$ cat config.mk
export PLATFORM = sky130hd
export DESIGN_NAME = plab4_net_ring_link_sep
export DESIGN_NICKNAME = d
export VERILOG_FILES = /design/src/rtl/plab4_net_ring_link_sep.sv
export SDC_FILE = /design/constraint.sdc
export NUM_CORES = 1
export LEC_CHECK = 0
export CAP_MARGIN = 20
export CORE_MARGIN = 3
export CORE_UTILIZATION = 60
export CTS_BUF_LIST = sky130_fd_sc_hd__clkbuf_8
export CTS_CLUSTER_SIZE = 40
export DETAILED_ROUTE_END_ITERATION = 8
export DONT_BUFFER_PORTS = 1
export PLACE_DENSITY_LB_ADDON = 0.08
export SYNTH_ARGS = -nofsm -noshare
export SYNTH_HDL_FRONTEND = slang
export SYNTH_SLANG_ARGS = --single-unit
$ cat constraint.sdc
create_clock -name clk -period 8.9 [get_ports clk]
set_clock_uncertainty 0.2 [all_clocks]
set_input_delay 0.445 -clock clk [delete_from_list [all_inputs] [get_ports clk]]
set_output_delay 0.445 -clock clk [all_outputs]
set_load 0.005 [all_outputs]
$ cat src/rtl/plab4_net_ring_link_sep.sv
// Ring link with one independent FIFO per security domain.
// Illegal-domain messages are accepted and dropped, with a saturating count.
module plab4_net_ring_link_sep #(
  parameter int p_msg_cnbits  = 38,
  parameter int p_msg_dnbits  = 32,
  parameter int p_num_domains = 2,
  parameter int p_depth       = 4,
  localparam int c_dom_nbits  =
    (p_num_domains > 1) ? $clog2(p_num_domains) : 1,
  localparam int c_cnt_nbits  = $clog2(p_depth) + 1
) (
  input  logic clk,
  input  logic reset,
  input  logic in_val,
  output logic in_rdy,
  input  logic [c_dom_nbits-1:0] in_domain,
  input  logic [p_msg_cnbits-1:0] in_msg_control,
  input  logic [p_msg_dnbits-1:0] in_msg_data,
  output logic [p_num_domains-1:0] out_val,
  input  logic [p_num_domains-1:0] out_rdy,
  output logic [p_num_domains*p_msg_cnbits-1:0] out_msg_control,
  output logic [p_num_domains*p_msg_dnbits-1:0] out_msg_data,
  output logic [p_num_domains*c_cnt_nbits-1:0] num_free,
  output logic [7:0] drop_count
);

  localparam int c_ptr_nbits = $clog2(p_depth);
  localparam int c_w = p_msg_cnbits + p_msg_dnbits;
  localparam logic [c_cnt_nbits-1:0] c_depth =
    c_cnt_nbits'(p_depth);

  logic [c_cnt_nbits-1:0] cnt_q [p_num_domains];
  logic [c_cnt_nbits-1:0] cnt_d [p_num_domains];
  logic [c_ptr_nbits-1:0] rd_q  [p_num_domains];
  logic [c_ptr_nbits-1:0] rd_d  [p_num_domains];
  logic [c_ptr_nbits-1:0] wr_q  [p_num_domains];
  logic [c_ptr_nbits-1:0] wr_d  [p_num_domains];
  logic [c_w-1:0] mem_q [p_num_domains][p_depth];
  logic [c_w-1:0] head  [p_num_domains];
  logic [7:0] drop_q, drop_d;
  logic [p_num_domains-1:0] enq, deq;
  logic legal, in_full;

  // Full check via loop so an illegal index never reads the count array
  always_comb begin
    legal   = int'(in_domain) < p_num_domains;
    in_full = 1'b0;
    for (int k = 0; k < p_num_domains; k++)
      if (int'(in_domain) == k)
        in_full = (cnt_q[k] == c_depth);
    in_rdy = !in_full;
  end

  always_comb begin
    drop_d = drop_q;
    for (int k = 0; k < p_num_domains; k++) begin
      enq[k] = in_val && in_rdy && (int'(in_domain) == k);
      deq[k] = (cnt_q[k] != '0) && out_rdy[k];
      cnt_d[k] = cnt_q[k] + c_cnt_nbits'(enq[k])
                 - c_cnt_nbits'(deq[k]);
      wr_d[k] = wr_q[k] + c_ptr_nbits'(enq[k]);
      rd_d[k] = rd_q[k] + c_ptr_nbits'(deq[k]);
    end
    if (in_val && !legal && drop_q != 8'hff)
      drop_d = drop_q + 8'd1;
  end

  always_ff @(posedge clk or negedge reset) begin
    if (!reset) begin
      drop_q <= '0;
      for (int k = 0; k < p_num_domains; k++) begin
        cnt_q[k] <= '0;
        rd_q[k]  <= '0;
        wr_q[k]  <= '0;
      end
    end else begin
      drop_q <= drop_d;
      for (int k = 0; k < p_num_domains; k++) begin
        cnt_q[k] <= cnt_d[k];
        rd_q[k]  <= rd_d[k];
        wr_q[k]  <= wr_d[k];
      end
    end
  end

  always_ff @(posedge clk) begin
    for (int k = 0; k < p_num_domains; k++)
      if (enq[k])
        mem_q[k][wr_q[k]] <= {in_msg_control, in_msg_data};
  end

  // Empty slices are forced to zero so stale storage never leaks out
  always_comb begin
    for (int k = 0; k < p_num_domains; k++) begin
      out_val[k] = (cnt_q[k] != '0);
      head[k] = mem_q[k][rd_q[k]];
      out_msg_control[k*p_msg_cnbits +: p_msg_cnbits] =
        out_val[k] ? head[k][c_w-1 -: p_msg_cnbits] : '0;
      out_msg_data[k*p_msg_dnbits +: p_msg_dnbits] =
        out_val[k] ? head[k][p_msg_dnbits-1:0] : '0;
      num_free[k*c_cnt_nbits +: c_cnt_nbits] = c_depth - cnt_q[k];
    end
    drop_count = drop_q;
  end

endmodule
; ---- Yosys cells after proc, flatten, opt, wreduce, memory -nomap -nowiden
; Memory sizes are Yosys's and may differ from the RTL's.
; Cells that the tools add are included.
[word_totals]
ff_bits = 14
ram_bits = 560
output_inout_bits = 157
elab_cells = 63
mem_count = 1
[mem_list]
columns = name, depth, width, read_ports, rd_ports_with_merged_regs, write_ports, line
row1 = mem_q, 2, 280, 2, 0, 1, 38  ; logic [c_w-1:0] mem_q [p_num_domains][p_depth];
[classes]
add_sub_neg = 10
magnitude_cmp = 6
n_eq_ne = 2
mux = 22
n_bitwise = 5
reduce_logical = 11
[op_table]
columns = cell, n
row1 = two-way mux 280 bit, 4
row2 = two-way mux 70 bit, 6
row3 = binary-select mux 70 bit (select 2 bit), 2
row4 = demux 70 bit (select 2 bit), 2
row5 = OR reduction 280 bit, 1
row6 = two-way mux 38 bit, 2
row7 = two-way mux 32 bit, 2
row8 = ">= comparator 3 bit, second input constant", 4
row9 = NOT 2 -> 3 bit, 4
row10 = adder 2 x 1 -> 2 bit, 4
row11 = logical AND 1 bit, 7
row12 = adder 3 x 1 -> 3 bit, 2
row13 = "equality test 3 bit, second input constant", 2
row14 = "less-than comparator 3 x 1 -> 1 bit, second input constant", 2
row15 = nonzero test 3 bit, 2
row16 = subtractor 3 x 1 -> 3 bit, 2
row17 = "subtractor 3 bit, first input constant", 2
row18 = two-way mux 1 bit, 4
row19 = zero test 1 bit, 1
row20 = NOT 1 bit, 1

; ---- Logic depth before layout (Yosys ltp)
[logic_depth]
word_depth = 9
mapped_depth = 12
ltp_nobuf = 12

; ---- Worst setup path before layout
; OpenSTA, ideal clock, no wires.
[synth_path]
kind = register to register
start = register cnt_q[4] (netlist bit)
end = memory mem_q[0][100] (netlist bit), enable pin
setup_ns = 0.599
arrival_ns = 6.238
setup_slack_ns = 1.863
path_stages_with_launch = 7
n_path_buf = 0
period_less_slack_ns = 7.037
path_cell_list = dfrtp_1 inv_1 ha_1 ha_1 nor3b_2 inv_2 nor3b_1
[synth_via]
elab_chain_len = 9
word_cells_on_any_way = 13
cone_classes = 1 x eq/ne / 7 x mux / 5 x reduce/logical
[synth_lines]
columns = element, line
row1 = start: declaration, 32  ; logic [c_cnt_nbits-1:0] cnt_q [p_num_domains];
row2 = start signal: indexed assignment, 79  ; cnt_q[k] <= cnt_d[k];
row3 = equality test 3 bit (*), 50  ; in_full = (cnt_q[k] == c_depth);
row4 = two-way mux 1 bit (*), 49  ; if (int'(in_domain) == k)
row5 = zero test 1 bit (*), 51  ; in_rdy = !in_full;
row6 = logical AND 1 bit (*), 57  ; enq[k] = in_val && in_rdy && (int'(in_domain) == k);
row7 = logical AND 1 bit, 57
row8 = two-way mux 1 bit, 88  ; if (enq[k])
row9 = two-way mux 280 bit (not written as such), 89  ; mem_q[k][wr_q[k]] <= {in_msg_control, in_msg_data};
row10 = OR reduction 280 bit (no line), n/a
row11 = two-way mux 1 bit (no line) / two-way mux 280 bit (equally long branches), n/a
row12 = end: declaration, 38
; Mark *: on every way between the ends. The rest lies on a longest branch, timed or not.

; ---- Final worst setup path
[layout_path]
start = register rd_q[1] (netlist bit)
end = output out_msg_control[71]
[layout_via]
elab_chain_len = 5
[layout_lines]
columns = element, line
row1 = start: declaration, 34  ; logic [c_ptr_nbits-1:0] rd_q [p_num_domains];
row2 = start signal: indexed assignment, 80  ; rd_q[k] <= rd_d[k];
row3 = NOT 2 -> 3 bit (not written as such), 96  ; head[k] = mem_q[k][rd_q[k]];
row4 = binary-select mux 70 bit (select 2 bit), 96
row5 = two-way mux 70 bit (not written as such) (2 in a row), 96
row6 = two-way mux 38 bit, 98  ; out_val[k] ? head[k][c_w-1 -: p_msg_cnbits] : '0;
row7 = end: declaration, 21  ; output logic [p_num_domains*p_msg_cnbits-1:0] out_msg_control,
; No other way between the ends. The select of a mux whose other input is x is not followed.

==> impl_metrics.env <==
export IMPL_drtPass1Iterations=5
export IMPL_max_stage_delay_ps=1030
export IMPL_finalPower_w=0.00753
export IMPL_seq_power_share=0.461
export IMPL_numCtsBuffers=88
export IMPL_grt_pass1_wl_um=64700
export IMPL_layout_drive_gt1_share=0.105
export IMPL_fillers=2390
export IMPL_stdcell_area_mm2=0.0245
export IMPL_dieWidth_um=198
export IMPL_hold_path_class="input port to asynchronous set/reset pin"
export IMPL_grt_usage=0.219
export IMPL_status="finished, final reports clean"
export IMPL_first_global_vias=10900
export IMPL_end_kind="output port"
export IMPL_grt_max_degree=71
export IMPL_gp_congestion=0.705
export IMPL_viasPerCell=5.95
export IMPL_p_int_w=0.00505
export IMPL_p_switching_w=0.00248
export IMPL_clkPwrFrac=0.258
export IMPL_worstReg2RegStart="cnt_q[3]$_DFF_PN0_"
export IMPL_clk_latency_ps=620
export IMPL_cts_tree="done"
export IMPL_initial_core_util=0.615
export IMPL_synth_area_mm2=0.0221
export IMPL_syn_area_per_cell_um2=19.6
export IMPL_coreArea_mm2=0.0359
export IMPL_drc=0
export IMPL_tightestPinTransition_ps=1160
export IMPL_drv_slew=0
export IMPL_register_area_mm2=0.0172
export IMPL_yosysUniqueCellTypes=28
export IMPL_slew_limit_headroom=0.230
export IMPL_rsz0062_at_grt="false"
export IMPL_peakVddDrop_uv=348
export IMPL_cts_buffer_depth=3
export IMPL_multi_input_comb_area_mm2=0.00417
export IMPL_arrival_ps=3030
export IMPL_swShare=0.329
export IMPL_cap_violations=0
export IMPL_crit_start="rd_q[1]$_DFF_PN0_"
export IMPL_ios=233
export IMPL_cts_resized=0
export IMPL_io_buffer_count=0
export IMPL_yosysWarnings=0
export IMPL_clkSinkCount=574
export IMPL_seq_area_frac_synth=0.777
export IMPL_crit_type="flop to output port"
export IMPL_via_count=10500
export IMPL_antenna_found_initial=3
export IMPL_clk_pin_slew_ps=60
export IMPL_yosys_area_share_simple=0.00510
export IMPL_critPathRequiredTime_ps=8260
export IMPL_fin_crit_ps=3680
export IMPL_setup_tns_ps=0
export IMPL_cellPowerDensity_mw_per_mm2=308
export IMPL_placed_area_mm2=0.0221
export IMPL_cts_htree_levels=3
export IMPL_finalCritPeriodShare=0.413
export IMPL_die_h_um=198
export IMPL_synth_seq_cells=574
export IMPL_synth_compound_area_frac=0.0397
export IMPL_synth_xor_area_frac=0.00317
export IMPL_rows=69
export IMPL_fin_nets=1335
export IMPL_area_growth_pct=10.8
export IMPL_worst_path_max_fanout=53
export IMPL_finish_utilization=0.681
export IMPL_clock_root_buffer="clkbuf_8"
export IMPL_wl_per_cell_um=24.2
export IMPL_fmaxAchievable_mhz=272
export IMPL_ant_nets=0
export IMPL_syn_inst=1127
export IMPL_synth_area_mux_share=0.127
export IMPL_p_leak_nw=8.70
export IMPL_routed_wl_um=42900
export IMPL_comb_power_share=0.281
export IMPL_finalHoldViolations=0
export IMPL_fp_dieArea_mm2=0.0391
export IMPL_hpwl_um=23100
export IMPL_grt_overflow=0
export IMPL_final_setup_viol_count=0
export IMPL_crit_path_top_delay_cell="dfrtp_4"
export IMPL_crit_chain="buf_4 -> mux2i_1 -> o22ai_1"
export IMPL_start_kind="flop"
export IMPL_drt_iter0_markers=570
export IMPL_synth_top_family_by_area="multiplexers"
export IMPL_synth_fa_ha_area_frac=0.00975
==> synthesized netlist by cell type, drive strengths merged <==
master	n	share of area
and2b	1	0.00034
and3	2	0.00057
and3b	1	0.00040
buf	50	0.027
bufbuf	4	0.0034
clkbuf	20	0.0044
conb	1	0.00017
dfrtp	14	0.016
edfxtp	560	0.76
fa	2	0.0018
ha	14	0.0079
inv	17	0.0029
mux2i	281	0.13
nand2b	2	0.00057
nor2b	1	0.00028
nor3	2	0.00045
nor3b	5	0.0019
o22ai	140	0.040
or2	2	0.00057
xnor2	3	0.0012
xor2	5	0.0020
==> cell type report <==
class,instances,share of cell area
multi-input combinational,469,0.171
sequential,574,0.702
antenna,2,0.000205
inverter,17,0.00261
clock inverter,66,0.0131
timing repair buffer,93,0.0363
tap,461,0.0236
clock buffer,91,0.0512
==> layer usage <==
| metal | part of all wire | up-vias | GRT usage |
|---|---|---|---|
| met4 | 0.018 | 2 | 0.0666 |
| met5 | 0.00030 | - | 0 |
| met2 | 0.48 | 305 | 0.346 |
| li1 | - | 4766 | - |
| met3 | 0.074 | 57 | 0.0706 |
| met1 | 0.43 | 5411 | 0.298 |
==> through the flow <==
stage	worst slack [ps]	hold WS, ps	instances
final	5220	90.0	1773
after floorplan	1860	-50.6	1134
after detailed placement	5660	-50.2	1538
after global placement	5750	-50.2	1538
after CTS	5150	66.1	1771
after global routing	5030	100	1773
==> path summary, 6_finish.rpt <==
kind,endpoint,slack [ps],cells past startpoint
max,out_msg_control[71],5220,3
min,cnt_q[0]$_DFF_PN0_,90,1
max reg2reg,mem_q[0][179]$_DFFE_PP_,5690,7
min reg2reg,cnt_q[5]$_DFF_PN0_,320,1
max in group asynchronous,rd_q[1]$_DFF_PN0_,7930,1
min in group clk,mem_q[0][142]$_DFFE_PP_,160,3
==> flip-flops by register name, summed over array words and instances (netlist names) <==
register,flops
wr_q,4
mem_q,560
cnt_q,6
rd_q,4
==> worst max-delay path: cells and delay by family, from the launching register on <==
kind / cells / cell delay [ps]
mux: 1 / 170
buf+inv: 1 / 840
flops: 1 / 1030
compound gates: 1 / 290
==> power groups by stage <==
stage	sequential, W	clock (W)	combinational (W)
6_report	0.00347	0.00194	0.00211
5_1_grt	0.00350	0.00211	0.00229
4_1_cts	0.00348	0.00200	0.00216
3_5_place_dp	0.00353	0	0.00210
3_3_place_gp	0.00352	0	0.00208
2_1_floorplan	0.00346	0	0.00181
==> layout by cell type (no fill, tap or decap), drive strengths merged <==
cell type    netlist  layout
edfxtp           560     560
mux2i            281     281
o22ai            140     140
clkbuf            20      91
dlygate4sd3        0      76
inv               17      49
clkinv             0      29
buf               50      17
ha                14      14
dfrtp             14      14
conb               1       8
nor3b              5       5
xor2               5       5
xnor2              3       3
clkinvlp           0       3
diode              0       2
nand2b             2       2
and3               2       2
nor3               2       2
fa                 2       2
bufinv             0       2
or2                2       2
and3b              1       1
and2b              1       1
nor2b              1       1
==> kinds of logic after synthesis <==
| group | Yosys count |
|---|---|
| AND/OR/NAND/NOR | 16 |
| adder cells (fa/ha/maj) | 16 |
| multiplexers | 281 |
| buffers and inverters | 91 |
| flip-flops | 574 |
| other | 1 |
| XOR/XNOR | 8 |
| AO/OA/AOI/OAI | 140 |
==> timing repair <==
action                                 4_1_cts  5_1_grt
hold buffers                                76        0
buffers inserted                             0        0
endpoints found under the hold margin      585        0
Power figures use the tool's default switching activity.
